[config.mk]
export PLATFORM = sky130hd
export DESIGN_NAME = vga_sync_receiver
export DESIGN_NICKNAME = d
export VERILOG_FILES = /design/src/rtl/vga_sync_receiver.sv
export SDC_FILE = /design/constraint.sdc
export NUM_CORES = 1
export LEC_CHECK = 0
export ABC_CLOCK_PERIOD_IN_PS = 9900
export BUFFER_PORTS_ARGS = -buffer_cell sky130_fd_sc_hd__buf_2
export CAP_MARGIN = 20
export CORE_AREA = 4 4 79 81
export DETAILED_ROUTE_END_ITERATION = 12
export DIE_AREA = 0 0 83 85
export PLACE_DENSITY_LB_ADDON = 0.15
export REMOVE_ABC_BUFFERS = 1
export SYNTH_ARGS = -nofsm -noshare
export SYNTH_HDL_FRONTEND = slang
export SYNTH_SLANG_ARGS = --single-unit
[constraint.sdc]
create_clock -name Clk -period 9.9 [get_ports Clk]
set_input_delay 1.485 -clock Clk [delete_from_list [all_inputs] [get_ports Clk]]
set_output_delay 1.485 -clock Clk [all_outputs]
set_load 0.02 [all_outputs]
[src/rtl/vga_sync_receiver.sv]
// rtl/vga_sync_receiver.sv - recovers DrawX/DrawY, active video, frame pulses and lock status from VGA hs/vs
module vga_sync_receiver #(
  parameter int H_ACTIVE     = 640,
  parameter int H_SYNC_START = 656,
  parameter int H_TOTAL      = 800,
  parameter int V_ACTIVE     = 480,
  parameter int V_SYNC_START = 490,
  parameter int V_TOTAL      = 525,
  parameter int LOCK_FRAMES  = 2
) (
  input  logic       Clk,
  input  logic       Reset,
  input  logic       pixel_en,
  input  logic       hs,
  input  logic       vs,
  output logic [9:0] DrawX,
  output logic [9:0] DrawY,
  output logic       active,
  output logic       frame_start,
  output logic       locked,
  output logic       h_err,
  output logic       v_err
);

  localparam logic [9:0] HA     = 10'(H_ACTIVE);
  localparam logic [9:0] HSS    = 10'(H_SYNC_START);
  localparam logic [9:0] H_LAST = 10'(H_TOTAL - 1);
  localparam logic [9:0] VA     = 10'(V_ACTIVE);
  localparam logic [9:0] VSS    = 10'(V_SYNC_START);
  localparam logic [9:0] V_LAST = 10'(V_TOTAL - 1);
  localparam logic [3:0] LF     = 4'(LOCK_FRAMES);

  typedef enum logic [1:0] {
    UNSYNCED = 2'd0,
    ALIGN    = 2'd1,
    LOCKED   = 2'd2
  } state_t;

  state_t     state, state_nx;
  logic       hs_q, vs_q;
  logic       hs_fall, vs_fall;
  logic [9:0] hx_next, vy_next;
  logic [9:0] x_nx, y_nx;
  logic [3:0] good_frames, gf_nx, gf_inc;
  // seen_vs: a vs edge has opened the current counting window in ALIGN
  logic       seen_vs, seen_nx;
  // dirty: an hs error happened since the last vs edge
  logic       dirty, dirty_nx;
  logic       herr_nx, verr_nx;
  logic       active_nx, fs_nx;

  assign hs_fall = pixel_en & hs_q & ~hs;
  assign vs_fall = pixel_en & vs_q & ~vs;
  assign gf_inc  = good_frames + 4'd1;

  // Free-running prediction of where the next pixel should land
  always_comb begin
    hx_next = (DrawX == H_LAST) ? 10'd0 : DrawX + 10'd1;
    vy_next = DrawY;
    if (hx_next == 10'd0) begin
      vy_next = (DrawY == V_LAST) ? 10'd0 : DrawY + 10'd1;
    end
  end

  // Sync tracking FSM: counter loads, edge checks, frame qualification and output decode
  always_comb begin
    state_nx  = state;
    gf_nx     = good_frames;
    seen_nx   = seen_vs;
    dirty_nx  = dirty;
    x_nx      = DrawX;
    y_nx      = DrawY;
    herr_nx   = 1'b0;
    verr_nx   = 1'b0;
    active_nx = active;
    fs_nx     = 1'b0;

    if (pixel_en) begin
      x_nx = hs_fall ? HSS : hx_next;
      y_nx = vs_fall ? VSS : vy_next;

      case (state)
        UNSYNCED: begin
          if (hs_fall) begin
            state_nx = ALIGN;
            gf_nx    = 4'd0;
            seen_nx  = 1'b0;
            dirty_nx = 1'b0;
          end else begin
            x_nx = 10'd0;
            y_nx = 10'd0;
          end
        end

        ALIGN: begin
          herr_nx = hs_fall && (hx_next != HSS);
          verr_nx = vs_fall && (vy_next != VSS);
          if (vs_fall) begin
            seen_nx  = 1'b1;
            dirty_nx = 1'b0;
            if (herr_nx || verr_nx || dirty || !seen_vs) begin
              gf_nx = 4'd0;
            end else if (gf_inc == LF) begin
              gf_nx    = 4'd0;
              state_nx = LOCKED;
            end else begin
              gf_nx = gf_inc;
            end
          end else if (herr_nx) begin
            gf_nx    = 4'd0;
            dirty_nx = 1'b1;
          end
        end

        LOCKED: begin
          herr_nx = hs_fall && (hx_next != HSS);
          verr_nx = vs_fall && (vy_next != VSS);
          if (herr_nx || verr_nx) begin
            // An error on a vs edge closes that frame, so the next window starts clean
            state_nx = ALIGN;
            gf_nx    = 4'd0;
            seen_nx  = 1'b1;
            dirty_nx = herr_nx && !vs_fall;
          end
        end

        default: begin
          state_nx = UNSYNCED;
        end
      endcase

      active_nx = (state_nx == LOCKED) && (x_nx < HA) && (y_nx < VA);
      fs_nx     = (state_nx == LOCKED) && (x_nx == 10'd0) && (y_nx == 10'd0);
    end
  end

  // State, sync samples and registered outputs
  always_ff @(posedge Clk) begin
    if (Reset) begin
      state       <= UNSYNCED;
      good_frames <= 4'd0;
      seen_vs     <= 1'b0;
      dirty       <= 1'b0;
      hs_q        <= 1'b1;
      vs_q        <= 1'b1;
      DrawX       <= 10'd0;
      DrawY       <= 10'd0;
      active      <= 1'b0;
      frame_start <= 1'b0;
      locked      <= 1'b0;
      h_err       <= 1'b0;
      v_err       <= 1'b0;
    end else begin
      state       <= state_nx;
      good_frames <= gf_nx;
      seen_vs     <= seen_nx;
      dirty       <= dirty_nx;
      if (pixel_en) begin
        hs_q <= hs;
        vs_q <= vs;
      end
      DrawX       <= x_nx;
      DrawY       <= y_nx;
      active      <= active_nx;
      frame_start <= fs_nx;
      locked      <= (state_nx == LOCKED);
      h_err       <= herr_nx;
      v_err       <= verr_nx;
    end
  end

endmodule
==> results by group, run 1 <==
Die
  – Die H: 85 um
  – Placeable Area: 5473 sq um
  – Die area: 7055 sq um
  – Die X: 83 um
  – Num rows: 27
  – Initial Util: 49.41%
  – # IOs: 30

Logic synthesis
  – Syn_area_per_cell: 7.681 sq um
  – Most used DFF post-synth: dfxtp_1
  – Post-synth cell types: 62
  – Area fraction of the dominant cell type after synthesis: 25.91%
  – Post-synth top area cell: dfxtp_1
  – Post-synth top cells: dfxtp_1 (35), nor2_1 (35), nand2_1 (29)
  – Cell area after synthesis: 2704 sq um
  – Post-synth EDFFs: 0
  – YS warnings: 0
  – Asr flop ratio synth: 0%
  – Seq/Total Area, Yosys: 25.91%
  – #FFs+latches synth: 35
  – Synth area leaders: dfxtp_1 (26%), nor2_1 (4.9%), a21oi_1 (4.8%), ha_1 (4.2%), nand2_1 (4.0%)
  – Mapped Cells: 352

Global routing
  – Vias in the first global route: 2363
  – Initial antenna violation count: 0
  – Remaining global-route overflow: 0
  – GRT Total Usage: 19.57%
  – Largest net degree at the start of global routing: 36
  – First-pass GRT wire length: 11650 um

STA
  – RSZ-0062 raised after global routing: no
  – Worst-margin pin slew: 0.7331 ns
  – Min Tclk post-route: 3.909 ns
  – Fin Setup TNS: 0 ns
  – Fin Hold WS: 0.5104 ns
  – Normalized max-slew margin: 51.03%
  – Fin crit share: 39.48%
  – Endpoints failing setup: 0
  – Fin worst setup slack: 5.991 ns
  – Slew Limit Fails: 0
  – Setup Skew: 0.01353 ns
  – Fmax: 0.2558 GHz
  – Fin. Hold Viols: 0

Final layout
  – Area of the multi-input gates: 1824 sq um
  – Final Cell Area: 2929 sq um
  – FF+latch area: 700.7 sq um
  – Final #Nets: 376
  – Fill cell instance count of the final layout: 563
  – Final Non-Filler Cells: 435
  – Synthesis-to-layout area growth: 8.330%
  – Finished Core Util: 53.52%
  – Layout cells sized above 1: 15.98%
  – N_diodes: 0

Critical path
  – CP arrival: 4.11 ns
  – Worst stage delay on the critical path: 0.60 ns
  – CP Cell Sequence: buf_2, nand2_1, nor2_1, nor2b_1, or2_2, nor3_1, or4_1, or4_1, nor4_2
  – Worst setup SP type: primary input
  – Slowest-stage cell, CP: nor2b_1
  – Crit path max fanout: 32
  – Critical Path Most Common Cell: or4_1
  – Crit. End Element: flop
  – Crit Path Class: primary input to flop
  – WP data required: 10.11 ns

Power and ir drop
  – Pleak: 1.102 nW
  – VDD IR-drop max: 59.19 uV
  – Pwr Density: 108.3 nW/um^2
  – Power, Total: 317.3 uW

Clocking
  – Post-CTS Resized: 0
  – Post-CTS Setup Bufs: 0
  – H-tree levels: 2
  – CTS tree: yes
  – Clock Pin Slew Worst Setup and Hold Paths: 0.08 ns
  – Sink Count: 35
  – CTS Root Cell: clkbuf_8
  – Maximum clock path buffer count: 2
  – CTS buffer count: 5
  – Post-CTS Hold Buffers: 0
  – Clk_lat worst skew: 0.30 ns

Place
  – DPL Wire Length: 4918 um
  – Gp weighted congestion: 0.8601
  – Pre-CTS setup slack: 5.691 ns
  – Placed Area: 2813 sq um
  – Port bufs: 29
  – DP Cell Count: 427

Route
  – Final WL: 6797 um
  – Wire length per cell: 15.63 um
  – DRC errors left: 0
  – Initial DRT Pass Iterations: 6
  – Via-to-Cell Ratio: 5.977
  – Starting DRT DRC Count: 196
  – Post-route ant nets: 0
  – Via count: 2600

Outcome
  – Status: completed

Hold path
  – Min-delay worst type: flop to flop

Job
  – Number of max-cap violations: 0
## power by group
| group | internal, mW | switching [mW] | total, mW |
|---|---|---|---|
| combinational | 0.0122 | 0.0241 | 0.0364 |
| clock | 0.0763 | 0.0577 | 0.134 |
| sequential | 0.143 | 0.00393 | 0.147 |
## layout by cell type (no fill, tap or decap), drive strengths merged, types with 6 or more instances in the layout
cell type | netlist | layout
buf | 10 | 30
mux2i | 10 | 10
inv | 12 | 13
a31oi | 6 | 6
ha | 9 | 9
a21oi | 26 | 26
nor2b | 7 | 7
nand2b | 7 | 7
nand3 | 20 | 20
o22ai | 6 | 6
nor3 | 16 | 16
nand2 | 30 | 30
nor2 | 35 | 35
xor2 | 6 | 6
o21ai | 12 | 12
nor4 | 6 | 6
nand4 | 8 | 8
dfxtp | 35 | 35
## cells by family (layout without fill, tap and decap cells)
family	after synthesis	in the layout	share of synthesized area (%)
compound gates	86	86	21.47
xor+xnor	11	11	3.563
fa+ha+maj	9	9	4.165
buf+inv	39	50	6.617
flops	35	35	25.91
mux	11	11	4.396
simple gates	161	161	33.87
## critical path: cells and delay by family
kind / cells / cell delay, ns
buf+inv: 1 / 0.30
simple gates: 8 / 2.33
## layer usage
layer  wire (um)  track usage [%]  vias up
met5           0                0        -
met4          78            6.241        0
met3         333            3.204        8
met2        3024            29.59       73
met1        3360            28.26     1205
li1            -                -     1314
## state kept, by name, summed over array words and instances, names as in the netlist
name / flops
DrawX: 10
DrawY: 10
active: 1
dirty: 1
frame_start: 1
good_frames: 4
h_err: 1
hs_q: 1
locked: 1
seen_vs: 1
state: 2
v_err: 1
vs_q: 1
## worst paths after layout
path,from,to,slack [ns],cells after the start
setup / recovery,pixel_en,frame_start,5.99,9
hold / removal,seen_vs,seen_vs,0.51,2
setup reg to reg,DrawX[0],frame_start,6.01,10
hold reg to reg,seen_vs,seen_vs,0.51,2
## area by class of cell
| cell class | count | share of cell area [%] |
|---|---|---|
| Inverter | 12 | 1.538 |
| Sequential cell | 35 | 23.92 |
| Clock buffer | 5 | 2.349 |
| Clock inverter | 3 | 1.623 |
| Tap cell | 72 | 3.076 |
| Timing Repair Buffer | 30 | 5.211 |
| Multi-Input combinational cell | 278 | 62.28 |
Power figures use the tool's default switching activity.
==> run 2, diff against run 1 <==
--- a/config.mk
+++ b/config.mk
@@ -5,7 +5,7 @@
 export SDC_FILE = /design/constraint.sdc
 export NUM_CORES = 1
 export LEC_CHECK = 0
-export ABC_CLOCK_PERIOD_IN_PS = 9900
+export ABC_CLOCK_PERIOD_IN_PS = 3300
 export BUFFER_PORTS_ARGS = -buffer_cell sky130_fd_sc_hd__buf_2
 export CAP_MARGIN = 20
 export CORE_AREA = 4 4 79 81
==> constraint.sdc (replaced) <==
create_clock -name Clk -period 3.3 [get_ports Clk]
set_input_delay 0.495 -clock Clk [delete_from_list [all_inputs] [get_ports Clk]]
set_output_delay 0.495 -clock Clk [all_outputs]
set_load 0.02 [all_outputs]
==> results by group, run 2 (same netlist as run 1, synthesis figures left out) <==
Clocking
  – Clock Pin Slew Worst Setup and Hold Paths: 0.07 ns (about the same)
  – CTS Root Cell: clkbuf_8
  – Clk_lat worst skew: 0.29 ns (about the same)
  – Sink Count: 35 (unchanged)
  – CTS buffer count: 5 (unchanged)
  – Maximum clock path buffer count: 2 (unchanged)
  – CTS tree: yes
  – H-tree levels: 2 (unchanged)
  – Post-CTS Hold Buffers: 0 (unchanged)

Final layout
  – Most common cell after layout, fill and taps aside: buf_4
  – Commonest non-fill, non-tap cells in the layout: buf_4 (37), nor2_1 (35), nand2_1 (29), buf_2 (29), dfxtp_1 (28)
  – Layout cells sized above 1: 28.50% (+13 points)
  – Fill cell instance count of the final layout: 509 (-9.6%)
  – Biggest regs: DrawX: 10 flops, DrawY: 10 flops, good_frames: 4 flops
  – Final #Nets: 413 (+9.8%)
  – N_diodes: 0 (unchanged)
  – Final Cell Area: 3329 sq um (+14%)
  – Synthesis-to-layout area growth: 23.14%

Critical path
  – Worst R2R Path Depth: 10 (unchanged)
  – FF-to-FF Start: DrawX[1]
  – Crit. End Element: flop
  – R2r endpoint: good_frames[3]
  – CP arrival: 3.50 ns (-0.61 ns)
  – Crit path max fanout: 6 (-81%)
  – Worst setup SP type: flop
  – R2R Setup Slk: 0.02 ns (-5.99 ns)
  – Crit Path Class: flop to flop
  – WP data required: 3.52 ns (-6.59 ns)

Job
  – Number of max-cap violations: 0 (unchanged)

STA
  – Setup Skew: 0.002251 ns (-0.01128 ns)
  – Worst-margin pin slew: 0.6950 ns (-0.03806 ns)
  – Min Tclk post-route: 3.280 ns
  – RSZ-0062 raised after global routing: yes
  – Slew Limit Fails: 0 (unchanged)
  – Endpoints failing setup: 0 (unchanged)
  – Fmax: 0.3049 GHz
  – Normalized max-slew margin: 53.66% (+2.6 points)
  – Fin. Hold Viols: 0 (unchanged)
  – Fin crit share: 99.39%

Die
  – Die area: 7055 sq um (unchanged)
  – Die X: 83 um (unchanged)
  – # IOs: 30 (unchanged)
  – Placeable Area: 5473 sq um (unchanged)
  – Initial Util: 49.41% (unchanged)
  – Num rows: 27 (unchanged)
  – Die H: 85 um (unchanged)

Power and ir drop
  – Pwr Density: 292.2 nW/um^2 (+170%)
  – Power, Total: 973.0 uW (+210%)
  – Pleak: 1.311 nW (+19%)
  – VDD IR-drop max: 149.8 uV (+150%)

Global routing
  – Largest net degree at the start of global routing: 36 (unchanged)
  – Initial antenna violation count: 0 (unchanged)
  – GRT Total Usage: 21.09% (+1.5 points)
  – Vias in the first global route: 2484 (+5.1%)
  – First-pass GRT wire length: 12410 um (+6.6%)
  – Remaining global-route overflow: 0 (unchanged)

Place
  – Gp weighted congestion: 0.9099 (+5.8%)
  – Placed Area: 3045 sq um (+8.3%)
  – Port bufs: 29 (unchanged)
  – DPL Wire Length: 5369 um (+9.2%)

Route
  – Final WL: 7314 um (+7.6%)
  – Wire length per cell: 15.50 um (-0.83%)
  – Initial DRT Pass Iterations: 4 (-2)
  – Via-to-Cell Ratio: 5.856 (-2.0%)
  – Via count: 2764 (+6.3%)
  – Starting DRT DRC Count: 197 (+0.51%)
  – Post-route ant nets: 0 (unchanged)
  – DRC errors left: 0 (unchanged)

Hold path
  – Min-delay worst type: primary input to flop
  – Hold Crit Endpoint: hs_q
  – Worst Hold Depth: 2 (unchanged)
  – HP Start: hs

Outcome
  – Status: completed
run 2: changes by cell type in the layout (fill, tap and decap cells not counted), sizes merged:
cell / previous run / this run
buf: 30 / 67
inv: 13 / 12
clkbuf: 5 / 6
run 2: timing repair:
action | 4_1_cts | 5_1_grt
gates resized for setup | 7 | 19
setup endpoints to repair | 5 | 7
buffers inserted | 1 | 5
pin swaps | 3 | 11
run 2: power by group:
| part | total, mW | internal, mW | switching (mW) |
|---|---|---|---|
| logic | 0.128 | 0.0485 | 0.0793 |
| clock network | 0.405 | 0.244 | 0.161 |
| registers | 0.440 | 0.429 | 0.0108 |
| total | 0.973 | 0.722 | 0.251 |
run 2: worst max-delay path, stage by stage (launching register included):
cell      delay [ns]
dfxtp_2         0.36
ha_4            0.14
and4_4          0.27
nand3_2         0.10
a211o_1         0.34
or4_4           0.61
o211ai_1        0.32
nand4_2         0.20
nor3b_4         0.27
or4b_4          0.49
a21oi_2         0.12
run 2: per-layer routing:
layer,vias to the layer above,wire [um],global-route usage [%]
met4,0,85,6.538
met3,9,447,2.913
li1,1378,-,-
met1,1292,3458,29.74
met2,85,3321,33.31
met5,-,0,0
run 2: area by class of cell:
class                   instances  area, sq um  share of cell area [%]
multi-input cells             278         1924                   57.80
flip-flops and latches         35        709.4                   21.31
repair buffers                 67        442.9                   13.30
well taps                      72        90.09                   2.706
clock buffers                   6        82.58                   2.480
inverters                      12        45.04                   1.353
clock inverters                 2        35.03                   1.052
run 2: worst max path at each step:
stage             start        endpoint  depth (start not counted)
2_1_floorplan  DrawX[0]     frame_start                         10
3_3_place_gp   DrawX[0]  good_frames[1]                         11
3_5_place_dp   DrawX[0]  good_frames[1]                         11
4_1_cts        DrawX[0]  good_frames[1]                         12
5_1_grt        DrawX[6]  good_frames[3]                          9
6_report       DrawX[1]  good_frames[3]                         10
run 2: stage by stage:
step / worst slack (ns) / setup TNS [ns] / hold WS, ns / std cells / utilization, %
2_1_floorplan: -0.1914 / -0.9642 / 0.4560 / 325 / -
3_3_place_gp: -0.03387 / -0.09348 / 0.4819 / 458 / 55.65
3_5_place_dp: -0.07047 / -0.2752 / 0.4881 / 458 / 55.65
4_1_cts: 0.01477 / 0 / 0.4351 / 467 / 58.41
5_1_grt: -0.1226 / -0.4946 / 0.4459 / 472 / 60.84
6_report: 0.02009 / 0 / 0.4418 / 472 / 60.84
